### config.mk
export PLATFORM = sky130hd
export DESIGN_NAME = obi_i2c_master_flat
export DESIGN_NICKNAME = d
export VERILOG_FILES = /design/src/rtl/obi_i2c_master_if.sv /design/src/rtl/obi_i2c_master.sv /design/src/flat_wrapper.sv
export SDC_FILE = /design/constraint.sdc
export NUM_CORES = 1
export LEC_CHECK = 0
export CELL_PAD_IN_SITES_DETAIL_PLACEMENT = 0
export CELL_PAD_IN_SITES_GLOBAL_PLACEMENT = 2
export CORE_MARGIN = 5
export CORE_UTILIZATION = 27
export DETAILED_ROUTE_END_ITERATION = 10
export HOLD_SLACK_MARGIN = 0.06
export PLACE_DENSITY_LB_ADDON = 0.1
export SLEW_MARGIN = 20
export SYNTH_ARGS = -nofsm -noshare
export SYNTH_HDL_FRONTEND = slang
export SYNTH_SLANG_ARGS = --single-unit
### constraint.sdc
create_clock -name clk_i -period 3.1 [get_ports clk_i]
set_input_delay 0.775 -clock clk_i [delete_from_list [all_inputs] [get_ports clk_i]]
set_output_delay 0.775 -clock clk_i [all_outputs]
set_load 0.01 [all_outputs]
### src/rtl/obi_i2c_master_if.sv
// OBI request/response bundle for the I2C master. The slave side is the
// peripheral; the master side is the SoC interconnect (or a testbench).
interface obi_i2c_master_if;
  logic        obi_req_i;
  logic        obi_gnt_o;
  logic [31:0] obi_addr_i;
  logic        obi_we_i;
  logic [3:0]  obi_be_i;
  logic [31:0] obi_wdata_i;
  logic        obi_rvalid_o;
  logic [31:0] obi_rdata_o;

  modport slave (
    input  obi_req_i, obi_addr_i, obi_we_i, obi_be_i, obi_wdata_i,
    output obi_gnt_o, obi_rvalid_o, obi_rdata_o
  );

  modport master (
    output obi_req_i, obi_addr_i, obi_we_i, obi_be_i, obi_wdata_i,
    input  obi_gnt_o, obi_rvalid_o, obi_rdata_o
  );
endinterface

### src/rtl/obi_i2c_master.sv
// OBI-mapped single-byte I2C master: START, addr+R/W, one data byte, STOP.
// Register port and bit engine run independently; pad outputs are open-drain enables.
module obi_i2c_master #(
  parameter int CLK_FREQ         = 50_000_000,
  parameter int I2C_FREQ         = 400_000,
  parameter int DEFAULT_PRESCALE = CLK_FREQ / I2C_FREQ - 1
) (
  input  logic              clk_i,
  input  logic              rst_i,
  obi_i2c_master_if.slave   obi,
  output logic              scl_oe_o,
  output logic              sda_oe_o,
  input  logic              sda_i
);

  localparam logic [15:0] PRESC_RST = 16'(DEFAULT_PRESCALE);

  localparam logic [1:0] B_IDLE = 2'd0;
  localparam logic [1:0] B_GNT  = 2'd1;
  localparam logic [1:0] B_RESP = 2'd2;
  localparam logic [1:0] B_WAIT = 2'd3;

  localparam logic [2:0] E_IDLE  = 3'd0;
  localparam logic [2:0] E_START = 3'd1;
  localparam logic [2:0] E_ADDR  = 3'd2;
  localparam logic [2:0] E_AACK  = 3'd3;
  localparam logic [2:0] E_DATA  = 3'd4;
  localparam logic [2:0] E_DACK  = 3'd5;
  localparam logic [2:0] E_STOP  = 3'd6;

  logic [1:0]  bst_q, bst_d;
  logic        gnt_q, rvalid_q;
  logic [31:0] rdata_q, rd_mux;
  logic [15:0] presc_q, presc_d;

  logic [2:0]  est_q, est_d;
  logic [1:0]  ph_q, ph_d;
  logic [2:0]  bit_q, bit_d;
  logic [7:0]  tx_q, tx_d;
  logic [7:0]  rx_q, rx_d;
  logic [7:0]  wdat_q, wdat_d;
  logic        rw_q, rw_d;
  logic        busy_q, busy_d;
  logic        nack_q, nack_d;
  logic        done_q, done_d;
  logic [15:0] cnt_q, cnt_d;
  logic        sda_s1_q, sda_s2_q;

  logic [1:0]  sel;
  logic        wr_en, cmd_wr, tick, scl_low;
  logic        unused_ok;

  assign sel       = obi.obi_addr_i[3:2];
  assign wr_en     = (bst_q == B_GNT) && obi.obi_we_i;
  assign cmd_wr    = wr_en && (sel == 2'd1) && !busy_q;
  assign unused_ok = ^{obi.obi_be_i, obi.obi_addr_i[31:4], obi.obi_addr_i[1:0],
                       obi.obi_wdata_i[31:16]};

  // ---------------- bus side ----------------
  // B_RESP never samples req; B_WAIT does, so a held request is re-granted
  // three cycles after the previous grant.
  always_comb begin
    bst_d = bst_q;
    case (bst_q)
      B_IDLE:  if (obi.obi_req_i) bst_d = B_GNT;
      B_GNT:   bst_d = B_RESP;
      B_RESP:  bst_d = B_WAIT;
      default: bst_d = obi.obi_req_i ? B_GNT : B_IDLE;
    endcase
  end

  always_comb begin
    rd_mux = '0;
    case (sel)
      2'd0:    rd_mux = {16'b0, presc_q};
      2'd2:    rd_mux = {29'b0, done_q, nack_q, busy_q};
      2'd3:    rd_mux = {24'b0, rx_q};
      default: rd_mux = '0;
    endcase
  end

  always_comb begin
    presc_d = presc_q;
    if (wr_en && sel == 2'd0) presc_d = obi.obi_wdata_i[15:0];
  end

  always_ff @(posedge clk_i or posedge rst_i) begin
    if (rst_i) begin
      bst_q    <= B_IDLE;
      gnt_q    <= 1'b0;
      rvalid_q <= 1'b0;
      rdata_q  <= '0;
      presc_q  <= PRESC_RST;
    end else begin
      bst_q    <= bst_d;
      gnt_q    <= (bst_d == B_GNT);
      rvalid_q <= (bst_d == B_RESP);
      rdata_q  <= (bst_q == B_GNT && !obi.obi_we_i) ? rd_mux : '0;
      presc_q  <= presc_d;
    end
  end

  assign obi.obi_gnt_o    = gnt_q;
  assign obi.obi_rvalid_o = rvalid_q;
  assign obi.obi_rdata_o  = rdata_q;

  // ---------------- bit engine ----------------
  // >= so a PRESCALE shrunk mid-quarter still wraps on the next cycle.
  assign tick = busy_q && (cnt_q >= presc_q);

  always_comb begin
    est_d  = est_q;
    ph_d   = ph_q;
    bit_d  = bit_q;
    tx_d   = tx_q;
    rx_d   = rx_q;
    wdat_d = wdat_q;
    rw_d   = rw_q;
    busy_d = busy_q;
    nack_d = nack_q;
    done_d = done_q;
    cnt_d  = (!busy_q || tick) ? 16'd0 : cnt_q + 16'd1;
    if (cmd_wr) begin
      // CMD[7:0] is already the {addr7,rw} byte sent on the wire
      tx_d   = obi.obi_wdata_i[7:0];
      rw_d   = obi.obi_wdata_i[0];
      wdat_d = obi.obi_wdata_i[15:8];
      busy_d = 1'b1;
      done_d = 1'b0;
      nack_d = 1'b0;
      est_d  = E_START;
      ph_d   = 2'd0;
      bit_d  = 3'd0;
    end else if (tick) begin
      ph_d = ph_q + 2'd1;
      if (ph_q == 2'd2) begin
        if (est_q == E_AACK) nack_d = sda_s2_q;
        if (est_q == E_DACK && !rw_q) nack_d = sda_s2_q;
        if (est_q == E_DATA && rw_q) rx_d = {rx_q[6:0], sda_s2_q};
      end
      if (ph_q == 2'd3) begin
        case (est_q)
          E_START: est_d = E_ADDR;
          E_ADDR, E_DATA: begin
            tx_d  = {tx_q[6:0], 1'b1};
            bit_d = bit_q + 3'd1;
            if (bit_q == 3'd7) est_d = (est_q == E_ADDR) ? E_AACK : E_DACK;
          end
          E_AACK: begin
            if (nack_q) est_d = E_STOP;
            else begin
              est_d = E_DATA;
              tx_d  = rw_q ? 8'hFF : wdat_q;
            end
          end
          E_DACK: est_d = E_STOP;
          E_STOP: begin
            est_d  = E_IDLE;
            busy_d = 1'b0;
            done_d = 1'b1;
          end
          default: est_d = E_IDLE;
        endcase
      end
    end
  end

  always_ff @(posedge clk_i or posedge rst_i) begin
    if (rst_i) begin
      est_q    <= E_IDLE;
      ph_q     <= 2'd0;
      bit_q    <= 3'd0;
      tx_q     <= '0;
      rx_q     <= '0;
      wdat_q   <= '0;
      rw_q     <= 1'b0;
      busy_q   <= 1'b0;
      nack_q   <= 1'b0;
      done_q   <= 1'b0;
      cnt_q    <= '0;
      sda_s1_q <= 1'b0;
      sda_s2_q <= 1'b0;
    end else begin
      est_q    <= est_d;
      ph_q     <= ph_d;
      bit_q    <= bit_d;
      tx_q     <= tx_d;
      rx_q     <= rx_d;
      wdat_q   <= wdat_d;
      rw_q     <= rw_d;
      busy_q   <= busy_d;
      nack_q   <= nack_d;
      done_q   <= done_d;
      cnt_q    <= cnt_d;
      sda_s1_q <= sda_i;
      sda_s2_q <= sda_s1_q;
    end
  end

  // Pad enables decode straight from state flops so reset releases them at once.
  assign scl_low = (ph_q == 2'd0) || (ph_q == 2'd3);

  always_comb begin
    scl_oe_o = 1'b0;
    sda_oe_o = 1'b0;
    case (est_q)
      E_START: begin
        scl_oe_o = (ph_q == 2'd3);
        sda_oe_o = ph_q[1];
      end
      E_ADDR, E_DATA: begin
        scl_oe_o = scl_low;
        sda_oe_o = ~tx_q[7];
      end
      E_AACK, E_DACK: scl_oe_o = scl_low;
      E_STOP: begin
        scl_oe_o = (ph_q == 2'd0);
        sda_oe_o = (ph_q != 2'd3);
      end
      default: ;
    endcase
  end

endmodule

### src/flat_wrapper.sv
// flat-port wrapper written by rule: the top's interface ports become plain ports
module obi_i2c_master_flat 
#(
  parameter int CLK_FREQ         = 50_000_000,
  parameter int I2C_FREQ         = 400_000,
  parameter int DEFAULT_PRESCALE = CLK_FREQ / I2C_FREQ - 1
)
  (clk_i, rst_i, scl_oe_o, sda_oe_o, sda_i, obi_obi_req_i, obi_obi_addr_i, obi_obi_we_i, obi_obi_be_i, obi_obi_wdata_i, obi_obi_gnt_o, obi_obi_rvalid_o, obi_obi_rdata_o);
  obi_i2c_master_if obi_i ();
  input  logic clk_i;
  input  logic rst_i;
  output logic scl_oe_o;
  output logic sda_oe_o;
  input  logic sda_i;
  input wire logic [$bits(obi_i.obi_req_i)-1:0] obi_obi_req_i;
  input wire logic [$bits(obi_i.obi_addr_i)-1:0] obi_obi_addr_i;
  input wire logic [$bits(obi_i.obi_we_i)-1:0] obi_obi_we_i;
  input wire logic [$bits(obi_i.obi_be_i)-1:0] obi_obi_be_i;
  input wire logic [$bits(obi_i.obi_wdata_i)-1:0] obi_obi_wdata_i;
  output wire logic [$bits(obi_i.obi_gnt_o)-1:0] obi_obi_gnt_o;
  output wire logic [$bits(obi_i.obi_rvalid_o)-1:0] obi_obi_rvalid_o;
  output wire logic [$bits(obi_i.obi_rdata_o)-1:0] obi_obi_rdata_o;
  assign obi_i.obi_req_i = obi_obi_req_i;
  assign obi_i.obi_addr_i = obi_obi_addr_i;
  assign obi_i.obi_we_i = obi_obi_we_i;
  assign obi_i.obi_be_i = obi_obi_be_i;
  assign obi_i.obi_wdata_i = obi_obi_wdata_i;
  assign obi_obi_gnt_o = obi_i.obi_gnt_o;
  assign obi_obi_rvalid_o = obi_i.obi_rvalid_o;
  assign obi_obi_rdata_o = obi_i.obi_rdata_o;
  obi_i2c_master #(.CLK_FREQ(CLK_FREQ), .I2C_FREQ(I2C_FREQ), .DEFAULT_PRESCALE(DEFAULT_PRESCALE)) u_core (.clk_i(clk_i), .rst_i(rst_i), .obi(obi_i), .scl_oe_o(scl_oe_o), .sda_oe_o(sda_oe_o), .sda_i(sda_i));
endmodule
**After elaboration in Yosys (flattened, before gate mapping)**

Index checks and enable logic that the tools add are counted.

- Logic and storage cells: 114
- Output and inout port bits: 36
- Bits in registers: 106
- Input bits: 73

- Equal/unequal tests: 19
- $add $sub $neg: 3
- Order comparisons: 1
- Multiplexer cells: 40
- Reduce and logical (&&, ||, !) cells: 31
- Bitwise gates (word level): 2

Operators with widths:

| cell | number |
|---|---|
| $pmux W16 S3 | 1 |
| $mux W8 | 5 |
| $mux W16 | 2 |
| $mux W3 | 9 |
| $add A16 B1 Y16 const B | 1 |
| $ge A16 B16 Y1 | 1 |
| $pmux W8 S2 | 1 |
| $mux W1 | 14 |
| $eq A2 B2 Y1 const B | 6 |
| $eq A3 B3 Y1 const B | 4 |
| $pmux W3 S4 | 1 |
| $reduce_and A3 Y1 | 4 |
| $reduce_bool A2 Y1 | 5 |
| $logic_and A1 B1 Y1 | 8 |
| $mux W2 | 4 |
| $reduce_and A4 Y1 | 2 |
| $eq A2 B1 Y1 const B | 3 |
| $eq A3 B2 Y1 const B | 2 |
| $logic_not A2 Y1 | 3 |
| $pmux W1 S3 | 2 |
| $pmux W2 S3 | 1 |
| $reduce_bool A3 Y1 | 2 |
| $reduce_or A4 Y1 | 1 |
| $add A3 B1 Y3 const B | 1 |
| 9 further kinds | 13 |

**Longest topological paths before layout**

- Word-level depth: 7
- Gate-level depth with buffers: 10
- Gate-level depth less buffers: 8

**Worst setup path after synthesis**

OpenSTA, ideal clock, no wires.

- Path kind: register to register
- From: reg u_core.presc_q[6]
- To: reg u_core.rx_q[0]
- Cell stages (with the launch flop): 10
- Path buffers: 1
- Setup time: 125 ps
- Arrival: 2200 ps
- Setup slack: 775 ps
- Path through: dfstp_2 -> inv_1 -> ha_1 -> nand4_1 -> a21oi_1 -> nand3b_1 -> and3_1 -> buf_6 -> nor4_4 -> mux2_2

- Cells in the longest elaborated chain, start to end: 3

Ends and longest elaborated chain:

| element | RTL line | RTL |
|---|---|---|
| start: declaration | obi_i2c_master.sv:34 | `logic [15:0] presc_q, presc_d;` |
| start signal: assignment | obi_i2c_master.sv:99 | `presc_q <= presc_d;` |
| $ge A16 B16 Y1 | obi_i2c_master.sv:109 | `assign tick = busy_q && (cnt_q >= presc_q);` |
| $logic_and A1 B1 Y1 | obi_i2c_master.sv:109 |  |
| $reduce_and A4 Y1 (no line) | -- |  |
| end signal: assignment | obi_i2c_master.sv:188 | `rx_q <= rx_d;` |
| end: declaration | obi_i2c_master.sv:40 | `logic [7:0] rx_q, rx_d;` |

Every way passes these cells.
A chain may end at the register's enable or synchronous reset.

**Final worst setup path**

- From: reg u_core.ph_q[0]
- To: out sda_oe_o

- Cells in the longest elaborated chain, start to end: 2

Ends and longest elaborated chain:

| element | RTL line | RTL |
|---|---|---|
| start: declaration | obi_i2c_master.sv:37 | `logic [1:0] ph_q, ph_d;` |
| start signal: assignment | obi_i2c_master.sv:185 | `ph_q <= ph_d;` |
| $ne A2 B2 Y1 | obi_i2c_master.sv:218 | `sda_oe_o = (ph_q != 2'd3);` |
| $pmux W1 S3 | obi_i2c_master.sv:206 | `case (est_q)` |
| end: declaration | flat_wrapper.sv:13 | `output logic sda_oe_o;` |

Every way passes these cells.

==> metrics.md <==
| Metric | Value |
|---|---|
| Post-layout util | `33.2%` |
| Root buffer cell | `clkbuf_16` |
| Total Neg Setup Slack | `0 ns` |
| Dpl hpwl | `8.71 mm` |
| Largest net degree at the start of global routing | `34` |
| Critical path required time | `2.32 ns` |
| Slew @ Worst Pin | `0.690 ns` |
| # rows | `47` |
| Port buffer count | `42` |
| Max stage delay on crit path | `0.57 ns` |
| Total Routing Usage GR | `12.8%` |
| Grt ovf | `0` |
| Ys async rst share | `between 90% and 100%` |
| Post-synth EDFFs | `0` |
| Crit path max fanout | `10` |
| Lkg Pwr | `2.49 nW` |
| Synth warn | `0` |
| Final Setup Violations | `0` |
| Ys flop type | `dfrtp_1` |
| Clock Latency Late Sink | `approximately 0.35 ns` |
| Slowest CP cell | `clkdlybuf4s50_1` |
| R2R Path Start | `u_core.presc_q[13]$_DFFE_PP0P_` |
| Dpl ws | `0.364 ns` |
| Die H | `140 um` |
| WHS | `approximately 0.36 ns` |
| Max Fclk | `~350 MHz` |
| P&R area growth vs syn | `20.9%` |
| Tcrit/Tclk final | `92.5%` |
| Sequential cell area fraction in the yosys report | `about 50%` |
| Vias in the first global route | `~3500` |
| Initial antenna violation count | `0` |
| Drt pass-1 iters | `4` |
| Worst Setup Start Kind | `flop` |
| Mapped Area | `4540 um^2` |
| VDD IR max | `between 0.0002 and 0.0003 V` |
| Crit path cell chain | `ha_1 > mux2i_1 > a21oi_1 > o21ai_0 > clkdlybuf4s50_1` |
| Clock buffer depth | `2` |
| CP Capture Type | `primary output` |
| Max Slew Vio Count | `0` |
| Final ANT Viol Nets | `0` |
| Core ar. | `16500 um^2` |
| Clk sinks | `90` |
| Total CTS buffers | `9` |
| Avg WL per Cell | `around 16 um` |
| Synth Register Bits | `90` |
| Initial cell density of the core | `about 27%` |
| Worst Hold Launch | `u_core.sda_s1_q$_DFF_PP0_` |
| # hold bufs at CTS | `0` |
| Max_cap viols | `0` |
| Total die area | `around 20000 um^2` |
| Layout cells sized above 1 | `8.75%` |
| CTS H-tree depth | `3` |
| # IOs | `109` |
| First-pass GRT wire length | `19.7 mm` |
| PD cells | `744 nW/um^2` |
| Clk_skew | `0.00940 ns` |
| Clock slew at reported path FFs | `about 0.07 ns` |
| Slew margin rel. | `roughly 54%` |
| Critical Path Start | `u_core.ph_q[0]$_DFFE_PP0P_` |
| Distinct cells, synth | `between 40 and 50` |
| Final worst path period need | `2.87 ns` |
| Antenna Cells | `0` |
| Via count | `3341` |
| Status | `finished, final reports clean` |
| Critical path type | `flop to primary output` |
| RSZ-0062 raised after global routing | `no` |
| Detailed Route WL | `11.8 mm` |
| Fin. Hold Viols | `0` |
| Final worst slack | `approximately 0.23 ns` |
| Hold Path Class | `flop to flop` |
| Drt via density | `4.48` |
| DR iter-0 viols | `167` |
| CTS tree | `yes` |
| Final Wtd Congestion | `0.722` |
| Mapped Cells | `480` |
| Data arrival, critical path | `2.09 ns` |
| Final #Nets | `620` |
| DRC violations left | `0` |
| Syn Area/Cell | `9.46 um^2` |
| # Post-CTS Setup Buffers | `0` |
| Die width | `140 um` |
| Cts repair resizes | `0` |
## metrics by stage
| step | total power [mW] | cells | instance area [um^2] |
|---|---|---|---|
| final | 4.08 | 746 | 5490 |
| after detailed placement | 3.06 | 730 | 5200 |
| after CTS | 4.16 | 746 | 5490 |
| after floorplan | 2.61 | 495 | 4600 |
| after global routing | 4.44 | 746 | 5490 |
| after global placement | 3.05 | 730 | 5200 |
## state kept, by name, indices dropped and copies added (netlist names), 3 cells and up
| register | flops |
|---|---|
| u_core.cnt_q | 16 |
| u_core.obi.obi_rdata_o | 16 |
| u_core.presc_q | 16 |
| u_core.rx_q | 8 |
| u_core.tx_q | 8 |
| u_core.wdat_q | 8 |
| u_core.bit_q | 3 |
| u_core.est_q | 3 |
## final timing paths
check / to / slack, ns / depth (start not counted)
worst min-delay path: u_core.sda_s2_q$_DFF_PP0_ / 0.36 / 0
worst max register to register: u_core.rx_q[3]$_DFFE_PP0P_ / 0.38 / 8
max in group asynchronous: u_core.presc_q[2]$_DFFE_PP1P_ / 1.58 / 3
worst max-delay path: sda_oe_o / 0.23 / 5
min in group asynchronous: u_core.rx_q[7]$_DFFE_PP0P_ / 0.87 / 2
worst min register to register: u_core.sda_s2_q$_DFF_PP0_ / 0.36 / 0
## power by group
group	switching (mW)	internal, mW
sequential	0.232	1.53
combinational	0.709	0.541
clock	0.466	0.608
## worst max-delay path, delay by kind of cell (launching register included)
kind,cells,cell delay (ns)
compound gates,2,0.24
mux,1,0.18
fa+ha+maj,1,0.34
flops,1,0.41
buf+inv,1,0.57
## cell families after synthesis
| group | after synthesis | share of synthesized area [%] |
|---|---|---|
| muxes | 15 | 3.55 |
| and+or+nand+nor | 189 | 19.2 |
| buffers and inverters | 68 | 7.25 |
| other | 1 | 0.0826 |
| AOI/OAI and AO/OA | 77 | 10.3 |
| DFF | 90 | 49.7 |
| adders and majority gates | 26 | 7.16 |
| xor gates and xnor gates | 14 | 2.70 |
## layer usage
layer	wire, um	part of all wire [%]	up-vias	track usage [%]
met4	189	1.6	0	4.44
met2	5430	46	66	20.1
met5	0	0	-	0
met3	586	5.0	11	3.40
met1	5570	47	1593	17.1
li1	-	-	1671	-
## cell usage after synthesis, types with 6 or more instances
library cell | n | share of area [%]
xor2_1 | 9 | 1.7
clkbuf_1 | 18 | 1.5
o211ai_1 | 7 | 1.2
dfrtp_1 | 85 | 47
nand3_1 | 16 | 1.8
nand2_1 | 82 | 6.8
ha_1 | 26 | 7.2
nor4_1 | 8 | 1.1
mux2_2 | 9 | 2.2
nor3_1 | 6 | 0.66
inv_1 | 27 | 2.2
nor2_1 | 41 | 3.4
buf_4 | 16 | 2.6
mux2i_1 | 6 | 1.3
a21oi_1 | 18 | 2.0
and3_1 | 7 | 0.96
o21ai_0 | 29 | 3.2
nand4_1 | 9 | 1.2
## cell type report
cell class,count,area (um^2)
Fill cell,1751,11000
Sequential cell,90,2260
Multi-Input combinational cell,337,2010
Timing Repair Buffer,56,551
Tap cell,220,275
Clock buffer,14,274
Inverter,27,105
Clock inverter,2,10.0
## layout by cell type (no fill, tap or decap), drive strengths merged, types with 9 or more instances in the layout
cell and count:
a21oi 18, nor2 41, xor2 9, ha 26, mux2 9, dfrtp 85
nand2 82, nand4 9, inv 26, nand3 16, nor4 9, clkbuf 14
o21ai 29, buf 14, conb 16, clkdlybuf4s50 42
Note: power is estimated with default switching activity, not from simulation.
